**src/rtl/ifetch_pkg.sv**
```systemverilog
// Shared constants and types for the instruction-fetch prefetch buffer.
// The optional zero-latency response path is enabled with IFETCH_BYPASS_EN.
package ifetch_pkg;

   localparam logic [31:0] NOP_INSTR = 32'h0000_0013;

   typedef enum logic [1:0] {
      S_IDLE   = 2'b00,
      S_ACTIVE = 2'b01,
      S_DRAIN  = 2'b10
   } state_t;

   typedef struct packed {
      logic [31:0] pc;
      logic [31:0] instr;
   } entry_t;

endpackage

```
**src/rtl/ifetch_sync_fifo.sv**
```systemverilog
// Synchronous FIFO with flush, async active-low reset and occupancy count.
// Pop is ignored when empty; push while full is accepted only alongside a pop.
module ifetch_sync_fifo #(
   parameter int WIDTH = 32,
   parameter int DEPTH = 4,
   localparam int CW = $clog2(DEPTH + 1),
   localparam int PW = (DEPTH > 1) ? $clog2(DEPTH) : 1
) (
   input  logic             clk,
   input  logic             rst_n,
   input  logic             i_push,
   input  logic [WIDTH-1:0] i_wdata,
   input  logic             i_pop,
   input  logic             i_flush,
   output logic [WIDTH-1:0] o_rdata,
   output logic             o_full,
   output logic             o_empty,
   output logic [CW-1:0]    o_count
);

   logic [WIDTH-1:0] r_mem [DEPTH];
   logic [PW-1:0]    r_wr_ptr;
   logic [PW-1:0]    r_rd_ptr;
   logic [CW-1:0]    r_count;
   logic             w_do_push;
   logic             w_do_pop;

   function automatic logic [PW-1:0] ptr_inc(input logic [PW-1:0] p);
      return (p == PW'(DEPTH - 1)) ? '0 : p + 1'b1;
   endfunction

   assign o_empty   = (r_count == '0);
   assign o_full    = (r_count == CW'(DEPTH));
   assign o_count   = r_count;
   assign o_rdata   = r_mem[r_rd_ptr];
   assign w_do_pop  = i_pop && !o_empty;
   assign w_do_push = i_push && (!o_full || w_do_pop);

   always_ff @(posedge clk or negedge rst_n) begin
      if (!rst_n) begin
         r_wr_ptr <= '0;
         r_rd_ptr <= '0;
         r_count  <= '0;
         for (int i = 0; i < DEPTH; i++) r_mem[i] <= '0;
      end else if (i_flush) begin
         r_wr_ptr <= '0;
         r_rd_ptr <= '0;
         r_count  <= '0;
      end else begin
         if (w_do_push) begin
            r_mem[r_wr_ptr] <= i_wdata;
            r_wr_ptr        <= ptr_inc(r_wr_ptr);
         end
         if (w_do_pop) r_rd_ptr <= ptr_inc(r_rd_ptr);
         if (w_do_push && !w_do_pop)      r_count <= r_count + 1'b1;
         else if (w_do_pop && !w_do_push) r_count <= r_count - 1'b1;
      end
   end

endmodule

```
**src/rtl/ifetch_prefetch_buf.sv**
```systemverilog
// Instruction-fetch front end: credit-limited request issue, PC tagging of in-order
// responses, output queue toward decode, and flush with discard of in-flight data.
// Optional IFETCH_BYPASS_EN forwards a response straight to decode when the queue is empty.
//
// state    | meaning
// S_IDLE   | nothing outstanding, output queue empty
// S_ACTIVE | fetches in flight or buffered, no pending discards
// S_DRAIN  | responses from before a flush still being discarded
module ifetch_prefetch_buf
   import ifetch_pkg::*;
#(
   parameter int               XLEN            = 32,
   parameter int               MAX_OUTSTANDING = 2,
   parameter int               FIFO_DEPTH      = 4,
   parameter logic [XLEN-1:0]  NOP_INSTR       = XLEN'(ifetch_pkg::NOP_INSTR)
) (
   input  logic            clk,
   input  logic            reset_n,
   input  logic [XLEN-1:0] pc_i,
   input  logic            pc_i_valid,
   output logic            pc_ready_o,
   output logic [XLEN-1:0] instr_o,
   output logic [XLEN-1:0] instr_pc_o,
   output logic            instr_valid_o,
   input  logic            instr_ready_i,
   input  logic            flush_i,
   output logic            idle_o,
   output logic            err_o,
   output logic            data_clk,
   output logic            data_req_o,
   output logic [XLEN-1:0] data_addr_o,
   output logic            data_we_o,
   output logic [3:0]      data_be_o,
   output logic [XLEN-1:0] data_wdata_o,
   input  logic [XLEN-1:0] data_rdata_i,
   input  logic            data_rvalid_i,
   input  logic            data_gnt_i
);

   localparam int OW = $clog2(MAX_OUTSTANDING + 1);
   localparam int FW = $clog2(FIFO_DEPTH + 1);
   localparam int SW = OW + FW + 1;

   state_t            r_state;
   logic [OW-1:0]     r_discard;
   logic              r_err;

   logic [OW-1:0]     w_outstanding;
   logic              w_tfifo_full;
   logic              w_tfifo_empty;
   logic [XLEN-1:0]   w_tag;
   logic [FW-1:0]     w_ofifo_count;
   logic              w_ofifo_full;
   logic              w_ofifo_empty;
   logic [2*XLEN-1:0] w_head;
   logic [SW-1:0]     w_credits_used;
   logic [OW-1:0]     w_left_after_flush;
   logic              w_can_issue;
   logic              w_req;
   logic              w_grant;
   logic              w_rv;
   logic              w_keep;
   logic              w_bypass;
   logic              w_ofifo_push;
   logic              w_ofifo_pop;

   // The tag FIFO occupancy is the outstanding-request count.
   ifetch_sync_fifo #(.WIDTH(XLEN), .DEPTH(MAX_OUTSTANDING)) u_tag_fifo (
      .clk     (clk),
      .rst_n   (reset_n),
      .i_push  (w_grant),
      .i_wdata (pc_i),
      .i_pop   (w_rv),
      .i_flush (1'b0),
      .o_rdata (w_tag),
      .o_full  (w_tfifo_full),
      .o_empty (w_tfifo_empty),
      .o_count (w_outstanding)
   );

   ifetch_sync_fifo #(.WIDTH(2 * XLEN), .DEPTH(FIFO_DEPTH)) u_out_fifo (
      .clk     (clk),
      .rst_n   (reset_n),
      .i_push  (w_ofifo_push),
      .i_wdata ({w_tag, data_rdata_i}),
      .i_pop   (w_ofifo_pop),
      .i_flush (flush_i),
      .o_rdata (w_head),
      .o_full  (w_ofifo_full),
      .o_empty (w_ofifo_empty),
      .o_count (w_ofifo_count)
   );

   // Responses still owed to decode plus queued entries must fit in the output queue.
   assign w_credits_used     = SW'(w_outstanding) - SW'(r_discard) + SW'(w_ofifo_count);
   assign w_can_issue        = (w_credits_used < SW'(FIFO_DEPTH)) && !w_tfifo_full && !w_ofifo_full;
   assign w_req              = pc_i_valid && w_can_issue && !flush_i;
   assign w_grant            = w_req && data_gnt_i;
   assign w_rv               = data_rvalid_i && !w_tfifo_empty;
   assign w_keep             = w_rv && !flush_i && (r_discard == '0);
   assign w_left_after_flush = w_outstanding - OW'(w_rv);

`ifdef IFETCH_BYPASS_EN
   assign w_bypass = w_keep && w_ofifo_empty;
`else
   assign w_bypass = 1'b0;
`endif

   assign w_ofifo_pop  = !w_ofifo_empty && instr_ready_i;
   assign w_ofifo_push = w_keep && !(w_bypass && instr_ready_i);

   assign instr_valid_o = !w_ofifo_empty || w_bypass;
   assign instr_o       = w_bypass ? data_rdata_i :
                          (!w_ofifo_empty ? w_head[XLEN-1:0] : NOP_INSTR);
   assign instr_pc_o    = w_bypass ? w_tag :
                          (!w_ofifo_empty ? w_head[2*XLEN-1:XLEN] : '0);

   assign pc_ready_o   = w_grant;
   assign data_req_o   = w_req;
   assign data_addr_o  = w_req ? pc_i : '0;
   assign data_clk     = clk;
   assign data_we_o    = 1'b0;
   assign data_be_o    = 4'b1111;
   assign data_wdata_o = '0;
   assign err_o        = r_err;
   assign idle_o       = (r_state == S_IDLE) && !pc_i_valid;

   always_ff @(posedge clk or negedge reset_n) begin
      if (!reset_n) begin
         r_state   <= S_IDLE;
         r_discard <= '0;
         r_err     <= 1'b0;
      end else begin
         if (data_rvalid_i && w_tfifo_empty) r_err <= 1'b1;

         if (flush_i)                         r_discard <= w_left_after_flush;
         else if (w_rv && r_discard != '0)    r_discard <= r_discard - 1'b1;

         case (r_state)
            S_IDLE: begin
               if (w_grant) r_state <= S_ACTIVE;
            end
            S_ACTIVE: begin
               if (flush_i && w_left_after_flush != '0)
                  r_state <= S_DRAIN;
               else if (w_tfifo_empty && w_ofifo_empty && !w_grant)
                  r_state <= S_IDLE;
            end
            S_DRAIN: begin
               if (!flush_i && r_discard == '0)
                  r_state <= (!w_tfifo_empty || !w_ofifo_empty || w_grant) ? S_ACTIVE : S_IDLE;
            end
            default: r_state <= S_IDLE;
         endcase
      end
   end

endmodule

```
**config.mk**
```make
export PLATFORM = sky130hd
export DESIGN_NAME = ifetch_prefetch_buf
export DESIGN_NICKNAME = d
export VERILOG_FILES = /design/src/rtl/ifetch_pkg.sv /design/src/rtl/ifetch_sync_fifo.sv /design/src/rtl/ifetch_prefetch_buf.sv
export SDC_FILE = /design/constraint.sdc
export NUM_CORES = 1
export LEC_CHECK = 0
export CORE_ASPECT_RATIO = 1.4
export CORE_UTILIZATION = 60
export CTS_CLUSTER_SIZE = 10
export DETAILED_ROUTE_END_ITERATION = 10
export PLACE_DENSITY_LB_ADDON = 0.12
export SLEW_MARGIN = 20
export SYNTH_ARGS = -nofsm -noshare
export SYNTH_HDL_FRONTEND = slang
export SYNTH_SLANG_ARGS = --single-unit
export TNS_END_PERCENT = 1
```
**constraint.sdc**
```tcl
create_clock -name clk -period 11.2 [get_ports clk]
set_input_delay 2.8 -clock clk [delete_from_list [all_inputs] [get_ports clk]]
set_output_delay 2.8 -clock clk [all_outputs]
set_load 0.01 [all_outputs]
```
### Word level (Yosys, flattened, before mapping)

Cells that the tools add are included.

* latch bits: 0
* output and inout port bits: 139
* memories: 0
* RAM bits: 0
* memory bits (read-only): 0
* input port bits: 71
* register bits after elaboration: 336
* logic and storage cells: 138

* reductions and logical operators: 54
* order comparisons: 7
* shift operators: 0
* div/mod/pow operators: 0
* $add $sub $neg: 12
* mux-type cells: 36
* multiply operators: 0
* bitwise operators: 5
* eq/ne operators: 9

Operators with widths (number)
* 256-bit bitwise mux: 1
* 32-bit 2-to-1 mux: 7
* 64-bit 2-to-1 mux: 3
* 64-bit binary-select mux with 2-bit select: 1
* 64-bit demux with 2-bit select: 1
* 64-bit bitwise mux: 1
* 32-bit demux with 1-bit select: 1
* 2-bit 2-to-1 mux: 14
* 1-bit logical AND: 26
* 2-bit nonzero test: 6
* 1-bit zero test: 11
* 3-bit 2-to-1 mux: 3
* 2-bit equality test, second input constant: 4
* 2-bit by 1-bit adder with 2-bit output, second input constant: 3
* 3-bit >= comparator, second input constant: 2
* 2-bit zero test: 3
* 6-bit by 3-bit < comparator with 1-bit output, second input constant: 1
* 2-bit inverter with 3-bit output: 2
* 2-bit case mux with 3 select lines: 1
* 3-bit by 4-bit adder with 5-bit output: 1
* 2-bit >= comparator, second input constant: 2
* 1-bit logical OR: 4
* 1-bit inverter with 2-bit output: 2
* 2-bit by 1-bit subtractor with 2-bit output, second input constant: 2
* 18 further kinds: 21

### Depth between registers and ports, before layout

* word-level depth: 13
* mapped depth: 13
* gate-level depth less buffers: 12

### By module

A second synthesis with hierarchy kept.

* cell total of the unflattened synthesis: 1083
* area total of the unflattened synthesis: 17244.0 sq um

By module, submodules not included
* ifetch_sync_fifo at u_out_fifo: sequential area each 6581.3 sq um, instances 1, cells each 678, area each 12653.4 sq um
* ifetch_sync_fifo at u_tag_fifo: sequential area each 1701.6 sq um, instances 1, cells each 196, area each 3126.7 sq um
* ifetch_prefetch_buf: sequential area each 125.1 sq um, instances 1, cells each 209, area each 1463.9 sq um

==> impl_results.md <==
* Worst Setup Start Kind: clock port
* Met1 Resource Use GR at 0.3123
* CP max-delay cell: clkdlybuf4s50_1
* Mean post-synth cell area at around 13 um2
* Worst-Skew Late Latency at around 620 ps
* Main flop type after synthesis: dfrtp_1
* Status: complete, but fails checks
* Final Hold Viols at 0
* Post-CTS resize count at 0
* GPL Wtd Cong at 0.8102
* Design Area, Final at 18460 um2
* Detailed-route via count at ~9600
* Setup TNS at 0 ps
* DRC Markers at 44
* Vias per cell at roughly 5.7
* CP Max Fanout at 2
* Mapped Cells at between 1000 and 1500
* Largest net degree at the start of global routing at 159
* CTS tree: yes
* CP peak stage delay at 480 ps
* Async SR Flop Fraction at 1.000
* P_leak at a little over 8 nW
* DPL Wire Length at approximately 20 mm
* Ys Warns at 0
* Postcts setup bufs at 0
* Peak supply drop at between 0.0001 and 0.00015 V
* Critical Path Most Common Cell: clkbuf_16
* Worst Clk Skew at about 7.5 ps
* Full die area at 26610 um2
* Critical R2R Launch: u_tag_fifo.o_count[0]$_DFFE_PN0P_
* M2 GR Usage at 0.4731
* Clk slew on worst S/H paths at 60 ps
* RSZ-0062 raised after global routing: no
* Worst Path Arrival at 6330 ps
* All-Layer GR Usage at 0.2584
* Max-cap viol count at 0
* Num rows at a little under 70
* Area growth syn-to-layout at 18.53%
* Iter 0 DRT Violations at ~430
* Placed Cells at ~1600
* CP Class: clock port to output pin
* Met3 GRT Util at 0.05012
* DP Area at ~17000 um2
* Wirelength, routed at about 32 mm
* CP Capture Type: output pin
* Synth Register Bits at 336
* Share of layout cells above drive strength 1 at 0.2423
* Final Setup Violations at 0
* Max Slew Vio Count at 0
* Sequential area share after synthesis at 0.5399
* WL/cell at 19.30 um
* Max-Slew Margin vs Limit at 0.2699
* Worst Setup SP: clk
* CORE AREA at about 25000 um2
* Worst Hold Launch: err_o$_DFFE_PN0P_
* Number of synthesized flops with an enable pin at 0
* Mapped Area at 15570 um2
* Io pins at between 200 and 250
* HP Class: register to register
* DRT Pass-1 Iters at 8
* GR peak layer: met2
* WHS at between 400 and 500 ps
* Leading area contributor after synthesis: dfrtp_1
* Critical path, cell by cell: clkbuf_16 > clkbuf_16 > clkdlybuf4s50_1
* DRT antenna net count at 0
* Number of hold buffers added after CTS at 0
* Failing checks: design-rule violations
* Buffers and inverters on the worst path at 3
* Fin util at 0.7248
* Ranking of synthesized cells by area: dfrtp_1, mux2_2, mux4_2
* Vias in the first global route at ~10000
* Initial antenna violation count at 2
* Worst-Margin Slew at 1095 ps
* Die X at 138.2 um
* Top delay family on crit path: buffers and inverters
* Final std cells w/o fill at approximately 1700
* Share of the synthesized area in the top cell type at 0.5399
* Die Y at between 150 and 200 um
* Starting Density at 0.6115
* Overflow after GRT at 0
* First-pass GRT wire length at between 50 and 60 mm
* Final Net Count at ~1400
* Power Density at between 200 and 250 nW/um2
* Port Buf Inserts at 172
* Unique masters post-synth at 46
* Worst endpoint required time at 8400 ps
==> cell usage in the layout (no fill, tap or decap), types with 11 or more instances in the layout <==
cell and n:
mux2_2 185, conb_1 37, clkdlybuf4s50_1 171, o21ai_0 129, and2_1 93, dfrtp_1 333, buf_4 14, nand2_1 135
clkbuf_16 44, inv_1 12, mux4_2 64, mux2i_1 33, ha_1 11
==> worst register-to-register path: stages (launching register included) <==
cell,delay [ps]
dfrtp_1,480
inv_1,120
ha_1,210
fa_1,470
inv_1,40
ha_1,250
and3b_1,220
o2111ai_2,280
nor4_4,270
buf_4,510
mux2_2,430
==> worst paths after layout <==
kind	endpoint	slack (ps)	cells after the start
max	data_clk	2070	3
max reg2reg	u_tag_fifo.r_mem[49]$_DFFE_PN0P_	7800	10
min reg2reg	err_o$_DFFE_PN0P_	460	1
min	err_o$_DFFE_PN0P_	460	1
min in group asynchronous	u_tag_fifo.r_mem[62]$_DFFE_PN0P_	2210	1
max in group asynchronous	u_tag_fifo.r_rd_ptr$_DFFE_PN0P_	7460	2
==> per-layer routing <==
layer  wire length [um]  vias up
li1                   -     4436
met1              13130     4933
met2              17080      225
met3               1646       44
met4                541        0
met5                  0        -
==> flip-flops by register name (all words and copies together) (netlist names) <==
register,cells
u_out_fifo.r_mem,256
u_tag_fifo.r_mem,64
u_out_fifo.o_count,3
r_discard,2
r_state,2
u_out_fifo.r_rd_ptr,2
u_out_fifo.r_wr_ptr,2
u_tag_fifo.o_count,2
err_o,1
u_tag_fifo.r_rd_ptr,1
u_tag_fifo.r_wr_ptr,1
==> through the flow <==
stage          power (mW)  setup slack (ps)
2_1_floorplan       2.731              2681
3_3_place_gp        3.199              2351
3_5_place_dp        3.255              2351
4_1_cts             4.414              2061
5_1_grt             4.626              2046
6_report            4.361              2074
==> synthesized netlist by cell type, types with 2 or more instances <==
| cell type | number |
|---|---|
| a21o_1 | 2 |
| a21oi_1 | 6 |
| a31oi_1 | 2 |
| and2_1 | 93 |
| buf_1 | 3 |
| buf_2 | 37 |
| buf_4 | 39 |
| buf_6 | 6 |
| clkbuf_1 | 32 |
| conb_1 | 2 |
| dfrtp_1 | 336 |
| fa_1 | 2 |
| ha_1 | 11 |
| inv_1 | 13 |
| mux2_1 | 9 |
| mux2_2 | 185 |
| mux2i_1 | 33 |
| mux4_2 | 64 |
| nand2_1 | 135 |
| nand2b_1 | 4 |
| nand3_1 | 4 |
| nor2_1 | 9 |
| nor2b_1 | 5 |
| nor3_1 | 5 |
| nor4_4 | 2 |
| o2111ai_2 | 5 |
| o21ai_0 | 129 |
| o21ai_1 | 4 |
| o31ai_1 | 2 |
| or2_2 | 4 |
| xnor2_1 | 4 |
| xor2_1 | 4 |
==> where the power goes <==
group          switching [mW]  internal [mW]  leakage [nW]
sequential              0.239           1.55          4.51
clock                   0.453          0.695         0.554
combinational           0.636          0.792          3.26
==> layout make-up <==
cell class / count / area, um2
timing repair buffer: 186 / 1842
multi-input combinational: 773 / 6618
clock inverter: 1 / 5.005
sequential: 336 / 8417
inverter: 14 / 52.55
fill: 1757 / 7008
antenna: 2 / 5.005
clock buffer: 48 / 1122
tap: 319 / 399.1
==> cells by family (layout without fill, tap and decap cells) <==
kind of cell,after synthesis,in the layout,share of synthesized area
flops,336,336,0.5399
xor+xnor,8,8,0.004499
buf+inv,131,249,0.04684
mux,291,291,0.2540
fa+ha+maj,13,13,0.01141
other cells,2,39,0.0004822
compound gates,156,156,0.05592
simple gates,268,268,0.08693
No activity file was read; power rests on OpenSTA's default activity.
==> patch 1, RTL diff (config.mk and constraints unchanged) <==
The option `IFETCH_BYPASS_EN` is turned on by a define.
--- a/src/rtl/ifetch_prefetch_buf.sv
+++ b/src/rtl/ifetch_prefetch_buf.sv
@@ -8,2 +8,4 @@
 // S_DRAIN  | responses from before a flush still being discarded
+`define IFETCH_BYPASS_EN
+
 module ifetch_prefetch_buf
Function: changed (Yosys sat finds a counterexample within 4 cycles, from zero or initial values and one cycle with reset_n low).
==> patch 1 against the original RTL <==
Power shrank 0.52%; synthesized cell count grew 9.4%; die area grew 4.9%; area after synthesis grew 4.9%; global-route usage grew 0.10 points; setup slack gained 18 ps; sequential share of layout area shrank 1.7 points; final area grew 3.8%; sequential cell count is the same; routed wire length grew 5.7%; critical endpoint unchanged; highest routed layer unchanged.
==> patch 1: results (changes against the original RTL) <==
- Pin count of the biggest net entering global routing: 193 (+21%)
- Post-synthesis xor/xnor area fraction: 0.00636 (+0.00186)
- Outcome: complete, no violations
- Clock Skews: 22.2 ps (+14.7 ps)
- Largest cells by area after synthesis: dfrtp_1, mux2_2, mux4_2, nand2_1, o21ai_0
- Clk pin slew, worst setup/hold paths: 50 ps
- Ys Warns: 0 (unchanged)
- Mux contribution to synthesized area: 0.252 (-0.00210)
- First-pass DRT Iterations: 5 (-3)
- Nets: 1,541 (+7.2%)
- Worst Path Arrival: 6310 ps (-20 ps)
- Clk Latency, worst-skew pair: 640 ps (+20 ps)
- Adder-Cell Fraction of Synth Area: 0.0109 (-0.000535)
- Via-to-Cell Ratio: 5.75 (+0.14%)
- First-pass GRT wire length: 56,500 um (+5.0%)
- Routability Congestion: 0.731 (-9.7%)
- Reg with most FFs: u_out_fifo.r_mem
- Async SR Flop Fraction: 1.00 (unchanged)
- Post-DRT Antenna Nets: 0 (unchanged)
- Setup Buffers After CTS: 0 (unchanged)
- Layout cell share with drive strength beyond 1: 0.233 (-0.00971)
- Grt met3 use: 0.0349 (-0.0152)
- Max reg flops: 256 (unchanged)
- DP HPWL: 20,900 um (+6.8%)
- Psw: 1.42 mW (+6.5%)
- Register area share after synthesis: 0.515 (-0.0253)
- Main synth FF type: dfrtp_1
- Vias in the first global route: 10.8k (+3.7%)
- Top post-synthesis cells by count: dfrtp_1, nand2_1, mux2_2
- VDD IR max: 0.146 mV (+5.0%)
- Ant. Diodes: 0 (-2)
- Met1 GRT Util: 0.341 (+0.0288)
- Filler cells: 1,977 (+13%)
- GRT Total Usage: 0.259 (+0.00102)
- Per-cell routed wire length: 18.7 um (-2.9%)
- Flop2flop setup slack: 7860 ps (+60 ps)
- WHS: 468 ps (+10.9 ps)
- Synth unique cells: 54 (+17%)
- CP peak stage delay: 460 ps (-20 ps)
- Placed Area: 18,000 sq um (+3.8%)
- HP Class: flip-flop to flip-flop
- Initial antenna violation count: 0 (-2)
- Compound-Gate Fraction of Synth Area: 0.0812 (+0.0253)
- Met2 usage in global routing: 0.440 (-0.0329)
- Least-Margin Pin Slew: 1110 ps (+12.7 ps)
- Leak: 8.54 nW (+2.6%)
- Initial DRC Count: 472 (+9.0%)
==> patch 1: cell types whose count changed after synthesis, sizes merged, moves of 3 or more <==
cell / change
nor2: +5
buf: +14
nand2: +93
and2: -61
xnor2: +3
o31ai: +32
o21ai: +31
==> patch 1: worst paths after layout <==
| path | start | endpoint | depth (start not counted) |
|---|---|---|---|
| min reg2reg | err_o | err_o | 1 |
| min | err_o | err_o | 1 |
| max reg2reg | u_tag_fifo.o_count[0] | u_tag_fifo.r_mem[31] | 9 |
| max in group asynchronous | reset_n | u_out_fifo.r_mem[234] | 3 |
| min in group asynchronous | reset_n | u_out_fifo.r_mem[19] | 1 |
| max | clk | data_clk | 3 |
==> patch 1: cell type report <==
cell class	instances	area [sq um]	share of cell area
clock buffers	48	1110	0.0580
flip-flops and latches	336	8410	0.439
repair buffers	190	1900	0.0989
inverters	13	48.8	0.00255
clock inverters	2	25.0	0.00131
multi-input cells	873	7210	0.376
well taps	365	457	0.0238
==> patch 1: through the flow <==
stage               setup slack [ps]  instances
CTS                             2090       1825
finish                          2090       1827
floorplan                       2680       1353
global route                    2080       1827
global placement                2350       1776
detailed placement              2350       1776
==> patch 1: cells by family (layout without fill, tap and decap cells) <==
group           count (synthesis)  after routing
buf+inv                       144            253
mux                           292            292
compound gates                217            217
xor+xnor                       11             11
other cells                     2             37
simple gates                  303            303
fa+ha+maj                      13             13
flops                         336            336
==> patch 1: power by group through the flow <==
stage | combinational [mW] | sequential [mW] | clock [mW]
CTS | 1.56 | 1.64 | 1.18
global route | 1.68 | 1.68 | 1.23
global placement | 1.53 | 1.65 | 0.00908
floorplan | 1.12 | 1.55 | 0.00736
detailed placement | 1.55 | 1.66 | 0.00908
finish | 1.54 | 1.64 | 1.16
==> patch 1: routing by layer <==
layer	up-vias	share of wire
li1	4834	-
met1	5372	0.44
met2	238	0.50
met3	58	0.032
met4	0	0.027
met5	-	0
==> patch 2, RTL diff (same settings) <==
Without the edit above. Encoding of `state_t`: now one-hot (3 bits for 3 states).
--- a/src/rtl/ifetch_pkg.sv
+++ b/src/rtl/ifetch_pkg.sv
@@ -6,6 +6,6 @@
 
-   typedef enum logic [1:0] {
-      S_IDLE   = 2'b00,
-      S_ACTIVE = 2'b01,
-      S_DRAIN  = 2'b10
+   typedef enum logic [2:0] {
+      S_IDLE   = 3'b001,
+      S_ACTIVE = 3'b010,
+      S_DRAIN  = 3'b100
    } state_t;
Function: same outputs for any inputs over 4 cycles, from zero or initial values and one cycle with reset_n low; so few cycles prove little.
==> patch 2 against the original RTL <==
Setup slack better by 20 ps; power grew 9.3%; final area grew 1.0%; sequential cell count grew 1; count of clock-buffer cells in the layout is 3 higher; global-route usage shrank 0.51 points; area after synthesis up 1.8%; routed wire length is essentially flat; utilization fell by 0.78 points; sequential share of layout area down 0.33 points.
==> patch 2: results (changes against the original RTL) <==
- Outcome: complete, no violations
- Synth Area per Inst: 13.1 sq um (+1.5%)
- Initial DRC Count: 420 (-3.0%)
- Metal3 WL: 1150 um (-30%)
- Nets: 1,437 (-0.070%)
- Post-cts sizing count: 0 (unchanged)
- Routed vias: 9,614 (-0.25%)
- Grt met3 use: 0.0350 (-0.0151)
- Register area share after synthesis: 0.532 (-0.00763)
- Vias in the first global route: 10.1k (-3.4%)
- Leak: 8.65 nW (+4.0%)
- Met2 usage in global routing: 0.428 (-0.0447)
- DP HPWL: 18,900 um (-3.3%)
- Clock Skews: 13.5 ps (+5.96 ps)
- Inst Count DP: 1,632 (+0.18%)
- Ant. Diodes: 0 (-2)
- Clk Latency, worst-skew pair: 640 ps (+20 ps)
- VDD IR max: 0.130 mV (-6.7%)
- Final wirelength: 32,400 um (about the same)
- CP peak stage delay: 460 ps (-20 ps)
- Filler cells: 1,846 (+5.1%)
- Pin count of the biggest net entering global routing: 122 (-23%)
- Per-cell routed wire length: 19.2 um (-0.42%)
- Largest cells by area after synthesis: dfrtp_1, mux2_2, mux4_2, mux2_4, a21oi_1
- Top post-synthesis cells by count: dfrtp_1, nor2_1, a21oi_1, mux2_2, and2_1
- First-pass GRT wire length: 53,500 um (-0.58%)
- Initial antenna violation count: 0 (-2)
- Metal1 wirelength: 14,200 um (+7.9%)
- Synth unique cells: 50 (+8.7%)
- Met2 WL: 16,400 um (-4.2%)
- Worst Path Arrival: 6310 ps (-20 ps)
- Least-Margin Pin Slew: 1100 ps (+3.38 ps)
- Placed Area: 17,500 sq um (+0.86%)
- Met1 GRT Util: 0.337 (+0.0242)
-- patch 2: cell types whose count changed after synthesis, moves of 9 or more --
cell | before | now
mux2_1 | 9 | 0
a21oi_1 | 6 | 133
clkbuf_1 | 32 | 22
mux2_4 | 0 | 60
mux2_2 | 185 | 133
o21ai_0 | 129 | 2
buf_4 | 39 | 55
nor2_1 | 9 | 144
nand2_1 | 135 | 6
-- patch 2: final cells by class --
type	instances	area [sq um]	share of cell area
Clock buffer	51	1120	0.0602
Clock inverter	2	25.0	0.00134
Inverter	16	60.1	0.00322
Multi-Input combinational cell	772	6770	0.363
Sequential cell	337	8440	0.453
Tap cell	324	405	0.0217
Timing Repair Buffer	183	1830	0.0979
-- patch 2: worst paths after layout --
kind	from	slack, ps	depth (start not counted)	end
max	clk	2090	3	data_clk
min	err_o	450	1	err_o
max reg2reg	u_tag_fifo.o_count[0]	7420	11	u_tag_fifo.r_mem[42]
min reg2reg	err_o	450	1	err_o
max in group asynchronous	reset_n	6650	3	u_out_fifo.r_mem[43]
min in group asynchronous	reset_n	2250	1	u_out_fifo.r_mem[197]
-- patch 2: cell families (layout without fill, tap and decap cells) --
kind of cell               Yosys count  count (layout)  share of synthesized area
adders and majority gates           13              13                     0.0112
DFF                                337             337                      0.532
muxes                              290             290                      0.263
and+or+nand+nor                    273             273                     0.0864
xor gates and xnor gates            11              11                    0.00608
AOI/OAI and AO/OA                  148             148                     0.0503
other                                2              37                   0.000474
buffers and inverters              134             252                     0.0501
-- patch 2: power breakdown --
group / total (mW) / switching [mW] / internal, mW
clock: 1.16 / 0.467 / 0.696
combinational: 1.79 / 0.752 / 1.04
sequential: 1.81 / 0.258 / 1.55
